### config.mk
export PLATFORM = sky130hd
export DESIGN_NAME = hazard_ctrl_flat
export DESIGN_NICKNAME = d
export VERILOG_FILES = /design/src/rtl/hazard_ctrl_if.sv /design/src/rtl/hazard_ctrl.sv /design/src/flat_wrapper.sv
export SDC_FILE = /design/constraint.sdc
export NUM_CORES = 1
export LEC_CHECK = 0
export ABC_CLOCK_PERIOD_IN_PS = 2600
export BUFFER_PORTS_ARGS = -buffer_cell sky130_fd_sc_hd__buf_2
export CAP_MARGIN = 20
export CORE_ASPECT_RATIO = 1.5
export CORE_UTILIZATION = 40
export CTS_CLUSTER_SIZE = 24
export DETAILED_ROUTE_END_ITERATION = 10
export PLACE_DENSITY = 0.67
export SYNTH_ARGS = -nofsm -noshare
export SYNTH_HDL_FRONTEND = slang
export SYNTH_SLANG_ARGS = --single-unit
### constraint.sdc
create_clock -name clk -period 2.6 [get_ports clk]
set_clock_uncertainty 0.05 [all_clocks]
set_input_delay 0.52 -clock clk [delete_from_list [all_inputs] [get_ports clk]]
set_output_delay 0.52 -clock clk [all_outputs]
set_load 0.03 [all_outputs]
### src/rtl/hazard_ctrl_if.sv
// Hazard controller port bundle: per-stage register-use info in, stall/flush/bypass controls out.
// Latency: none, wires only.
// Backpressure: ext_stall_i carries the data-memory busy freeze into the controller.
interface hazard_ctrl_if #(
  parameter int REG_ADDR_W = 5,
  parameter int CNT_W      = 16
);
  logic [REG_ADDR_W-1:0] rs1_d_i;
  logic [REG_ADDR_W-1:0] rs2_d_i;
  logic [1:0]            rs_used_d_i;
  logic                  rf_we_e_i;
  logic                  mem2rf_e_i;
  logic [REG_ADDR_W-1:0] rf_waddr_e_i;
  logic                  rf_we_m_i;
  logic                  mem2rf_m_i;
  logic [REG_ADDR_W-1:0] rf_waddr_m_i;
  logic                  rf_we_w_i;
  logic [REG_ADDR_W-1:0] rf_waddr_w_i;
  logic                  pc_src_m_i;
  logic                  ext_stall_i;
  logic                  stall_f_o;
  logic                  stall_d_o;
  logic                  stall_e_o;
  logic                  stall_m_o;
  logic                  flush_d_o;
  logic                  flush_e_o;
  logic [1:0]            fwd_a_e_o;
  logic [1:0]            fwd_b_e_o;
  logic                  fwd_a_d_o;
  logic                  fwd_b_d_o;
  logic [CNT_W-1:0]      stall_cnt_o;
  logic [CNT_W-1:0]      flush_cnt_o;

  // Pipeline side: reports stage contents, consumes controls.
  modport master (
    output rs1_d_i, rs2_d_i, rs_used_d_i,
    output rf_we_e_i, mem2rf_e_i, rf_waddr_e_i,
    output rf_we_m_i, mem2rf_m_i, rf_waddr_m_i,
    output rf_we_w_i, rf_waddr_w_i,
    output pc_src_m_i, ext_stall_i,
    input  stall_f_o, stall_d_o, stall_e_o, stall_m_o,
    input  flush_d_o, flush_e_o,
    input  fwd_a_e_o, fwd_b_e_o, fwd_a_d_o, fwd_b_d_o,
    input  stall_cnt_o, flush_cnt_o
  );

  // Controller side.
  modport slave (
    input  rs1_d_i, rs2_d_i, rs_used_d_i,
    input  rf_we_e_i, mem2rf_e_i, rf_waddr_e_i,
    input  rf_we_m_i, mem2rf_m_i, rf_waddr_m_i,
    input  rf_we_w_i, rf_waddr_w_i,
    input  pc_src_m_i, ext_stall_i,
    output stall_f_o, stall_d_o, stall_e_o, stall_m_o,
    output flush_d_o, flush_e_o,
    output fwd_a_e_o, fwd_b_e_o, fwd_a_d_o, fwd_b_d_o,
    output stall_cnt_o, flush_cnt_o
  );
endinterface

### src/rtl/hazard_ctrl.sv
// 5-stage pipeline hazard/forwarding controller: load-use interlock, branch flush, bypass selects, perf counters.
// Latency: 0, all controls combinational from inputs and E-stage copies of decode sources.
// Backpressure: ext_stall_i freezes every stage and all state; branch flush outranks the interlock.
module hazard_ctrl #(
  parameter int REG_ADDR_W = 5,
  parameter int FWD_EN     = 1,
  parameter int CNT_W      = 16
) (
  input logic          clk,
  input logic          reset,
  hazard_ctrl_if.slave hz
);
  localparam logic             FWD     = (FWD_EN != 0);
  localparam logic [CNT_W-1:0] CNT_MAX = {CNT_W{1'b1}};

  logic [REG_ADDR_W-1:0] r_rs1_e;
  logic [REG_ADDR_W-1:0] r_rs2_e;
  logic [1:0]            r_used_e;
  logic [CNT_W-1:0]      r_stall_cnt;
  logic [CNT_W-1:0]      r_flush_cnt;

  logic [1:0] w_hit_e, w_hit_m, w_hit_w;
  logic       w_interlock;
  logic       w_stall_f, w_stall_d, w_stall_e, w_stall_m;
  logic       w_flush_d, w_flush_e;
  logic       w_cnt_stall, w_cnt_flush;
  logic [1:0] w_fwd_a_e, w_fwd_b_e;
  logic       w_fwd_a_d, w_fwd_b_d;

  // x0 is hardwired zero, so it can never be a real producer.
  function automatic logic match(input logic [REG_ADDR_W-1:0] src,
                                 input logic [REG_ADDR_W-1:0] dst,
                                 input logic                  we,
                                 input logic                  used);
    return used && we && (dst != '0) && (src == dst);
  endfunction

  // RAW detection for the decode sources; loads are only forwardable from W since data memory is synchronous.
  always_comb begin
    w_hit_e = 2'b00;
    w_hit_m = 2'b00;
    w_hit_w = 2'b00;
    w_hit_e[0] = match(hz.rs1_d_i, hz.rf_waddr_e_i, hz.rf_we_e_i, hz.rs_used_d_i[0]);
    w_hit_e[1] = match(hz.rs2_d_i, hz.rf_waddr_e_i, hz.rf_we_e_i, hz.rs_used_d_i[1]);
    w_hit_m[0] = match(hz.rs1_d_i, hz.rf_waddr_m_i, hz.rf_we_m_i, hz.rs_used_d_i[0]);
    w_hit_m[1] = match(hz.rs2_d_i, hz.rf_waddr_m_i, hz.rf_we_m_i, hz.rs_used_d_i[1]);
    w_hit_w[0] = match(hz.rs1_d_i, hz.rf_waddr_w_i, hz.rf_we_w_i, hz.rs_used_d_i[0]);
    w_hit_w[1] = match(hz.rs2_d_i, hz.rf_waddr_w_i, hz.rf_we_w_i, hz.rs_used_d_i[1]);
    if (FWD) begin
      w_interlock = (|(w_hit_e & {2{hz.mem2rf_e_i}})) | (|(w_hit_m & {2{hz.mem2rf_m_i}}));
    end else begin
      w_interlock = |(w_hit_e | w_hit_m | w_hit_w);
    end
  end

  // Stall/flush priority: external freeze, then taken branch, then interlock; everything low while in reset.
  always_comb begin
    w_stall_f   = 1'b0;
    w_stall_d   = 1'b0;
    w_stall_e   = 1'b0;
    w_stall_m   = 1'b0;
    w_flush_d   = 1'b0;
    w_flush_e   = 1'b0;
    w_cnt_stall = 1'b0;
    w_cnt_flush = 1'b0;
    if (reset) begin
      if (hz.ext_stall_i) begin
        w_stall_f = 1'b1;
        w_stall_d = 1'b1;
        w_stall_e = 1'b1;
        w_stall_m = 1'b1;
      end else if (hz.pc_src_m_i) begin
        w_flush_d   = 1'b1;
        w_flush_e   = 1'b1;
        w_cnt_flush = 1'b1;
      end else if (w_interlock) begin
        w_stall_f   = 1'b1;
        w_stall_d   = 1'b1;
        w_flush_e   = 1'b1;
        w_cnt_stall = 1'b1;
      end
    end
  end

  // Bypass selects: M ALU result beats W; loads in M are excluded because their data is not ready yet.
  always_comb begin
    w_fwd_a_e = 2'b00;
    w_fwd_b_e = 2'b00;
    w_fwd_a_d = 1'b0;
    w_fwd_b_d = 1'b0;
    if (reset && FWD) begin
      if (match(r_rs1_e, hz.rf_waddr_m_i, hz.rf_we_m_i && !hz.mem2rf_m_i, r_used_e[0])) w_fwd_a_e = 2'b10;
      else if (match(r_rs1_e, hz.rf_waddr_w_i, hz.rf_we_w_i, r_used_e[0]))            w_fwd_a_e = 2'b01;
      if (match(r_rs2_e, hz.rf_waddr_m_i, hz.rf_we_m_i && !hz.mem2rf_m_i, r_used_e[1])) w_fwd_b_e = 2'b10;
      else if (match(r_rs2_e, hz.rf_waddr_w_i, hz.rf_we_w_i, r_used_e[1]))            w_fwd_b_e = 2'b01;
      w_fwd_a_d = match(hz.rs1_d_i, hz.rf_waddr_w_i, hz.rf_we_w_i, hz.rs_used_d_i[0]);
      w_fwd_b_d = match(hz.rs2_d_i, hz.rf_waddr_w_i, hz.rf_we_w_i, hz.rs_used_d_i[1]);
    end
  end

  // E-stage copy of decode sources: frozen by ext stall, cleared when a bubble enters E.
  always_ff @(posedge clk or negedge reset) begin
    if (!reset) begin
      r_rs1_e  <= '0;
      r_rs2_e  <= '0;
      r_used_e <= 2'b00;
    end else if (!hz.ext_stall_i) begin
      if (w_flush_e) begin
        r_rs1_e  <= '0;
        r_rs2_e  <= '0;
        r_used_e <= 2'b00;
      end else begin
        r_rs1_e  <= hz.rs1_d_i;
        r_rs2_e  <= hz.rs2_d_i;
        r_used_e <= hz.rs_used_d_i;
      end
    end
  end

  // Saturating activity counters; they hold at all-ones rather than wrap.
  always_ff @(posedge clk or negedge reset) begin
    if (!reset) begin
      r_stall_cnt <= '0;
      r_flush_cnt <= '0;
    end else begin
      if (w_cnt_stall && (r_stall_cnt != CNT_MAX)) r_stall_cnt <= r_stall_cnt + CNT_W'(1);
      if (w_cnt_flush && (r_flush_cnt != CNT_MAX)) r_flush_cnt <= r_flush_cnt + CNT_W'(1);
    end
  end

  assign hz.stall_f_o   = w_stall_f;
  assign hz.stall_d_o   = w_stall_d;
  assign hz.stall_e_o   = w_stall_e;
  assign hz.stall_m_o   = w_stall_m;
  assign hz.flush_d_o   = w_flush_d;
  assign hz.flush_e_o   = w_flush_e;
  assign hz.fwd_a_e_o   = w_fwd_a_e;
  assign hz.fwd_b_e_o   = w_fwd_b_e;
  assign hz.fwd_a_d_o   = w_fwd_a_d;
  assign hz.fwd_b_d_o   = w_fwd_b_d;
  assign hz.stall_cnt_o = r_stall_cnt;
  assign hz.flush_cnt_o = r_flush_cnt;
endmodule

### src/flat_wrapper.sv
// flat-port wrapper written by rule: the top's interface ports become plain ports
module hazard_ctrl_flat 
#(
  parameter int REG_ADDR_W = 5,
  parameter int FWD_EN     = 1,
  parameter int CNT_W      = 16
)
  (clk, reset, hz_rs1_d_i, hz_rs2_d_i, hz_rs_used_d_i, hz_rf_we_e_i, hz_mem2rf_e_i, hz_rf_waddr_e_i, hz_rf_we_m_i, hz_mem2rf_m_i, hz_rf_waddr_m_i, hz_rf_we_w_i, hz_rf_waddr_w_i, hz_pc_src_m_i, hz_ext_stall_i, hz_stall_f_o, hz_stall_d_o, hz_stall_e_o, hz_stall_m_o, hz_flush_d_o, hz_flush_e_o, hz_fwd_a_e_o, hz_fwd_b_e_o, hz_fwd_a_d_o, hz_fwd_b_d_o, hz_stall_cnt_o, hz_flush_cnt_o);
  hazard_ctrl_if #(.REG_ADDR_W(REG_ADDR_W), .CNT_W(CNT_W)) hz_i ();
  input logic clk;
  input logic reset;
  input wire logic [$bits(hz_i.rs1_d_i)-1:0] hz_rs1_d_i;
  input wire logic [$bits(hz_i.rs2_d_i)-1:0] hz_rs2_d_i;
  input wire logic [$bits(hz_i.rs_used_d_i)-1:0] hz_rs_used_d_i;
  input wire logic [$bits(hz_i.rf_we_e_i)-1:0] hz_rf_we_e_i;
  input wire logic [$bits(hz_i.mem2rf_e_i)-1:0] hz_mem2rf_e_i;
  input wire logic [$bits(hz_i.rf_waddr_e_i)-1:0] hz_rf_waddr_e_i;
  input wire logic [$bits(hz_i.rf_we_m_i)-1:0] hz_rf_we_m_i;
  input wire logic [$bits(hz_i.mem2rf_m_i)-1:0] hz_mem2rf_m_i;
  input wire logic [$bits(hz_i.rf_waddr_m_i)-1:0] hz_rf_waddr_m_i;
  input wire logic [$bits(hz_i.rf_we_w_i)-1:0] hz_rf_we_w_i;
  input wire logic [$bits(hz_i.rf_waddr_w_i)-1:0] hz_rf_waddr_w_i;
  input wire logic [$bits(hz_i.pc_src_m_i)-1:0] hz_pc_src_m_i;
  input wire logic [$bits(hz_i.ext_stall_i)-1:0] hz_ext_stall_i;
  output wire logic [$bits(hz_i.stall_f_o)-1:0] hz_stall_f_o;
  output wire logic [$bits(hz_i.stall_d_o)-1:0] hz_stall_d_o;
  output wire logic [$bits(hz_i.stall_e_o)-1:0] hz_stall_e_o;
  output wire logic [$bits(hz_i.stall_m_o)-1:0] hz_stall_m_o;
  output wire logic [$bits(hz_i.flush_d_o)-1:0] hz_flush_d_o;
  output wire logic [$bits(hz_i.flush_e_o)-1:0] hz_flush_e_o;
  output wire logic [$bits(hz_i.fwd_a_e_o)-1:0] hz_fwd_a_e_o;
  output wire logic [$bits(hz_i.fwd_b_e_o)-1:0] hz_fwd_b_e_o;
  output wire logic [$bits(hz_i.fwd_a_d_o)-1:0] hz_fwd_a_d_o;
  output wire logic [$bits(hz_i.fwd_b_d_o)-1:0] hz_fwd_b_d_o;
  output wire logic [$bits(hz_i.stall_cnt_o)-1:0] hz_stall_cnt_o;
  output wire logic [$bits(hz_i.flush_cnt_o)-1:0] hz_flush_cnt_o;
  assign hz_i.rs1_d_i = hz_rs1_d_i;
  assign hz_i.rs2_d_i = hz_rs2_d_i;
  assign hz_i.rs_used_d_i = hz_rs_used_d_i;
  assign hz_i.rf_we_e_i = hz_rf_we_e_i;
  assign hz_i.mem2rf_e_i = hz_mem2rf_e_i;
  assign hz_i.rf_waddr_e_i = hz_rf_waddr_e_i;
  assign hz_i.rf_we_m_i = hz_rf_we_m_i;
  assign hz_i.mem2rf_m_i = hz_mem2rf_m_i;
  assign hz_i.rf_waddr_m_i = hz_rf_waddr_m_i;
  assign hz_i.rf_we_w_i = hz_rf_we_w_i;
  assign hz_i.rf_waddr_w_i = hz_rf_waddr_w_i;
  assign hz_i.pc_src_m_i = hz_pc_src_m_i;
  assign hz_i.ext_stall_i = hz_ext_stall_i;
  assign hz_stall_f_o = hz_i.stall_f_o;
  assign hz_stall_d_o = hz_i.stall_d_o;
  assign hz_stall_e_o = hz_i.stall_e_o;
  assign hz_stall_m_o = hz_i.stall_m_o;
  assign hz_flush_d_o = hz_i.flush_d_o;
  assign hz_flush_e_o = hz_i.flush_e_o;
  assign hz_fwd_a_e_o = hz_i.fwd_a_e_o;
  assign hz_fwd_b_e_o = hz_i.fwd_b_e_o;
  assign hz_fwd_a_d_o = hz_i.fwd_a_d_o;
  assign hz_fwd_b_d_o = hz_i.fwd_b_d_o;
  assign hz_stall_cnt_o = hz_i.stall_cnt_o;
  assign hz_flush_cnt_o = hz_i.flush_cnt_o;
  hazard_ctrl #(.REG_ADDR_W(REG_ADDR_W), .FWD_EN(FWD_EN), .CNT_W(CNT_W)) u_core (.clk(clk), .reset(reset), .hz(hz_i));
endmodule
## After elaboration in Yosys (flattened, before gate mapping)

Index checks and enable logic that the tools add are counted.

| word-level totals | value |
|---|---|
| memory bits (read-only) | 0 |
| bits of input ports | 36 |
| logic and storage cells | 86 |
| memory bits (writable) | 0 |
| memories | 0 |
| output and inout port bits | 44 |
| bits in registers | 44 |
| bits in latches | 0 |

| operators by class | value |
|---|---|
| multiplexer cells | 25 |
| reduce and logical (&&, ||, !) cells | 39 |
| $mul | 0 |
| bitwise gates (word level) | 3 |
| $lt $le $gt $ge | 0 |
| $add $sub $neg | 2 |
| shift operators | 0 |
| divide/modulo/power cells | 0 |
| equal/unequal tests | 12 |

Operators with widths:

| cell | count |
|---|---|
| 5-bit == test | 10 |
| 1-bit logical AND | 33 |
| 16-bit by 1-bit adder with 16-bit output (second input constant) | 2 |
| 16-bit != test (second input constant) | 2 |
| 1-bit 2-to-1 mux | 18 |
| 5-bit nonzero test | 3 |
| 2-bit 2-to-1 mux | 5 |
| 5-bit 2-to-1 mux | 2 |
| 2-bit AND | 2 |
| 2-bit OR reduction | 2 |
| 1-bit logical NOT | 1 |
| 1-bit bitwise OR | 1 |

## Depth between registers and ports, before layout

| depth | value |
|---|---|
| depth in word-level cells | 11 |
| gate-level depth with buffers | 8 |
| mapped depth without buffers | 7 |

## Worst setup path before layout

Ideal clock, no wire load.

| path | value |
|---|---|
| path kind | input to output |
| start | in hz_rf_waddr_m_i[2] |
| end | out hz_stall_f_o |
| arrival | 2202 ps |
| data required time | 2030 ps |
| path buffers | 3 |
| cell stages on the path | 8 |
| path slack | -172 ps |
| cell sequence | buf_2 xnor2_1 nand4_1 o22a_1 o32ai_4 buf_6 o21a_1 buf_4 |

| between the ends | value |
|---|---|
| longest elaborated chain between the ends | 10 |
| elaborated cells between the ends (all ways) | 14 |
| those cells by class | eq/ne: 2; mux: 4; bitwise: 2; reduce/logical: 6 |

RTL lines:

| what | RTL line | RTL |
|---|---|---|
| start: declaration | flat_wrapper.sv:20 | `input wire logic [$bits(hz_i.rf_waddr_m_i)-1:0] hz_rf_waddr_m_i;` |
| 5-bit nonzero test | hazard_ctrl.sv:35 | `return used && we && (dst != '0) && (src == dst);` |
| 1-bit logical AND (2 in series) | hazard_ctrl.sv:35 |  |
| 2-bit AND (*) | hazard_ctrl.sv:50 | `w_interlock = (\|(w_hit_e & {2{hz.mem2rf_e_i}})) \| (\|(w_hit_m & {2{hz.mem2rf_m_i}}));` |
| 2-bit OR reduction (*) | hazard_ctrl.sv:50 |  |
| 1-bit bitwise OR (*) | hazard_ctrl.sv:50 |  |
| 1-bit 2-to-1 mux (*) (4 in series) | n/a |  |
| end: declaration | flat_wrapper.sv:25 | `output wire logic [$bits(hz_i.stall_f_o)-1:0] hz_stall_f_o;` |

Every way passes the cells marked *; elsewhere a longest branch is shown, timed or not.

## Worst setup path in the final report

| path | value |
|---|---|
| start | in hz_rf_waddr_m_i[3] |
| end | out hz_fwd_b_e_o[1] |

| between the ends | value |
|---|---|
| longest elaborated chain between the ends | 5 |
| elaborated cells between the ends (all ways) | 6 |
| those cells by class | eq/ne: 1; mux: 2; reduce/logical: 3 |

RTL lines:

| what | RTL line | RTL |
|---|---|---|
| 5-bit nonzero test | hazard_ctrl.sv:35 |  |
| 1-bit logical AND | hazard_ctrl.sv:35 |  |
| 1-bit logical AND (*) | hazard_ctrl.sv:35 |  |
| 2-bit 2-to-1 mux (*) | hazard_ctrl.sv:94 | `if (match(r_rs2_e, hz.rf_waddr_m_i, hz.rf_we_m_i && !hz.mem2rf_m_i, r_used_e[1])) w_fwd_b_e = 2'b10;` |
| 2-bit 2-to-1 mux (*) | hazard_ctrl.sv:91 | `if (reset && FWD) begin` |
| end: declaration | flat_wrapper.sv:32 | `output wire logic [$bits(hz_i.fwd_b_e_o)-1:0] hz_fwd_b_e_o;` |

Marked as above.

==> impl_metrics.env <==
export IMPL_syn_area_per_cell_um2=9.74
export IMPL_die_w_um=70.0
export IMPL_yosysTopAreaCellShare=0.397
export IMPL_avgViaCountPerCell=5.33
export IMPL_rsz0062_at_grt="no"
export IMPL_final_antenna_net_count=0
export IMPL_ys_seq_area_frac=0.397
export IMPL_n_antenna_cell=0
export IMPL_worstPathMaxFanout=5
export IMPL_fin_crit_ns=2.56
export IMPL_crit_chain="buf_2 > or4_1 > o21ai_0 > nor3_1 > and2_1 > buf_2"
export IMPL_synth_edf_count=0
export IMPL_cts_buffers_inserted=5
export IMPL_powerDensity_mw_per_mm2=500
export IMPL_cp_end_kind="output pin"
export IMPL_p_seq_frac=0.483
export IMPL_postCtsSetupRepairBufs=0
export IMPL_clk_latency_ns=0.30
export IMPL_synth_distinct_cells=37
export IMPL_critPathLaunchType="input port"
export IMPL_antenna_found_initial=0
export IMPL_synth_async_sr_flop_share=1.00
export IMPL_grt_first_pass_wirelength_um=11600
export IMPL_hold_viol_final=0
export IMPL_syn_inst=285
export IMPL_arrival_ns=1.99
export IMPL_drc=0
export IMPL_gp_congestion=0.933
export IMPL_ir_worst_vdd_mv=0.368
export IMPL_multi_input_area_mm2=0.00159
export IMPL_synth_warnings=0
export IMPL_fin_util=0.507
export IMPL_grt_usage=0.204
export IMPL_start_util=0.419
export IMPL_whs_ns=0.291
export IMPL_clk_path_buf_depth=2
export IMPL_critPathMostFrequentCell="buf_2"
export IMPL_status="complete, no violations"
export IMPL_p_int_uw=1130
export IMPL_synth_ff_type="dfrtp_1"
export IMPL_min_path_type="in2async"
export IMPL_period_share=0.986
export IMPL_routed_top_layer="met4"
export IMPL_drt_iter0_drc=83
export IMPL_wl_met3_um=328
export IMPL_fin_area_mm2=0.00336
export IMPL_crit_type="in2out"
export IMPL_clk_pin_slew_worst_paths_ns=0.08
export IMPL_critPathMaxStageDelay_ns=0.54
export IMPL_p_switching_uw=544
export IMPL_grt_ovfl_total=0
export IMPL_regArea_mm2=0.00110
export IMPL_core_mm2=0.00662
export IMPL_rows=36
export IMPL_die_area_mm2=0.00728
export IMPL_htreeDepth=2
export IMPL_place_hpwl_um=5600
export IMPL_critPathRequiredTime_ns=2.03
export IMPL_cts_root_buf="clkbuf_8"
export IMPL_reg2reg_slack_ns=0.63
export IMPL_yosys_area_top_type="dfrtp_1"
export IMPL_dpl_cell_area_mm2=0.00326
export IMPL_slew_headroom=0.593
export IMPL_io_pins=80
export IMPL_num_fill_cells=646
export IMPL_cts_tree="built"
export IMPL_yosys_top_cells_area="dfrtp_1 (40%), xnor2_1 (21%), mux2i_1 (4.3%)"
export IMPL_maxCapViolCount=0
export IMPL_ctsResizeCount=0
export IMPL_fp_dieH_um=104
export IMPL_syn_cell_area_mm2=0.00278
export IMPL_drive_gt1_frac=0.286
export IMPL_finalPower_uw=1680
export IMPL_p_clk_frac=0.257
export IMPL_fmax_mhz=390
export IMPL_wl_per_cell_um=15.9
export IMPL_cts_hold_buffers=0
export IMPL_leakage_uw=0.00156
export IMPL_wl_met1_um=2790
export IMPL_worst_slew_pin_slew_ns=0.609
export IMPL_clock_sinks=44
export IMPL_grt_pass1_vias=2380
export IMPL_met2_length_um=3710
export IMPL_synth_seq_cells=44
export IMPL_setup_viol=0
export IMPL_grt_max_degree=34
export IMPL_switching_share=0.324
export IMPL_synth_net_count=323
export IMPL_comb_power_share=0.260
export IMPL_portBuffers=79
export IMPL_syn_to_final_growth_pct=21.0
export IMPL_first_pass_iters=4
export IMPL_nets=404
export IMPL_final_setup_tns_ns=0
export IMPL_maxSlewViolCount=0
export IMPL_crit_path_top_delay_cell="or4_1"
export IMPL_finalWirelength_um=7030
export IMPL_vias=2363
[layer usage]
| metal | track usage | up-vias |
|---|---|---|
| met3 | 0.0426 | 16 |
| li1 | - | 1146 |
| met4 | 0.0914 | 0 |
| met5 | 0 | - |
| met2 | 0.365 | 76 |
| met1 | 0.227 | 1125 |
[final timing paths]
kind	from	to	cells after the start
max	hz_rf_waddr_m_i[3]	hz_fwd_b_e_o[1]	6
min	reset	u_core.hz.stall_cnt_o[8]	2
max reg2reg	u_core.hz.stall_cnt_o[7]	u_core.hz.stall_cnt_o[1]	6
min reg2reg	u_core.hz.flush_cnt_o[13]	u_core.hz.flush_cnt_o[13]	1
max in group asynchronous	reset	u_core.hz.flush_cnt_o[13]	3
min in group clk	u_core.hz.flush_cnt_o[13]	u_core.hz.flush_cnt_o[13]	1
[power groups by stage]
stage	clock network, uW	registers (uW)	logic (uW)
2_1_floorplan	0	885	214
3_3_place_gp	0	819	430
3_5_place_dp	0	825	441
4_1_cts	456	811	442
5_1_grt	479	823	474
6_report	431	811	436
[flip-flops by register name, indices dropped and copies added (netlist names)]
register               count
u_core.hz.stall_cnt_o     16
u_core.r_rs1_e             5
u_core.hz.flush_cnt_o     16
u_core.r_used_e            2
u_core.r_rs2_e             5
[worst max-delay path: cells and delay by family]
kind	cells	cell delay [ns]
simple gates	3	0.85
buf+inv	2	0.32
compound gates	1	0.31
[layout by cell type, fill, tap and decap left out]
| cell type | Yosys | layout |
|---|---|---|
| o21a_2 | 0 | 1 |
| buf_2 | 4 | 79 |
| nor3_2 | 0 | 2 |
| o21ai_0 | 2 | 2 |
| ha_1 | 2 | 2 |
| and3_1 | 8 | 8 |
| or4_1 | 3 | 3 |
| inv_1 | 2 | 2 |
| a2bb2oi_1 | 1 | 1 |
| nor3b_1 | 1 | 1 |
| a21oi_1 | 2 | 2 |
| dfrtp_1 | 44 | 44 |
| o21a_1 | 2 | 1 |
| nand2_1 | 19 | 19 |
| nor2b_1 | 2 | 2 |
| o22ai_1 | 1 | 1 |
| nor3_1 | 10 | 8 |
| and4_1 | 4 | 4 |
| and2_1 | 6 | 6 |
| o32ai_4 | 1 | 1 |
| or2_2 | 1 | 1 |
| xor2_1 | 11 | 11 |
| mux2i_1 | 12 | 12 |
| buf_4 | 2 | 11 |
| mux2_2 | 1 | 1 |
| nor2_1 | 20 | 20 |
| clkbuf_1 | 7 | 2 |
| mux2_1 | 1 | 1 |
| xnor2_1 | 67 | 67 |
| o2111a_1 | 1 | 1 |
| nand2_2 | 1 | 1 |
| nand3_1 | 20 | 20 |
| o22a_1 | 2 | 2 |
| nor4_1 | 2 | 2 |
| o21ai_2 | 1 | 2 |
| o211ai_1 | 1 | 1 |
| nand4_1 | 17 | 17 |
| clkbuf_8 | 0 | 6 |
[Yosys cell counts (3+ instances only)]
library cell	instances
and4_1	4
and2_1	6
nor2_1	20
or4_1	3
and3_1	8
buf_6	3
dfrtp_1	44
xor2_1	11
clkbuf_1	7
nand4_1	17
buf_2	4
nand2_1	19
xnor2_1	67
nor3_1	10
mux2i_1	12
nand3_1	20
[cell families after synthesis]
family	after synthesis	share of synthesized area
simple gates	114	0.214
compound gates	15	0.0460
mux	14	0.0514
flops	44	0.397
buf+inv	18	0.0370
fa+ha+maj	2	0.00902
xor+xnor	78	0.246
[per-stage QoR]
step                setup WS, ns  cells
floorplan                -0.0905    285
global placement          0.0318    435
detailed placement        0.0387    435
CTS                       0.0301    443
global route             0.00906    443
finish                    0.0369    443
[final cells by class]
cell class	count	share of cell area
well taps	76	0.0283
flip-flops and latches	44	0.328
clock buffers	8	0.0268
inverters	2	0.00224
multi-input cells	223	0.472
repair buffers	90	0.142
(Power assumes the default switching activity.)
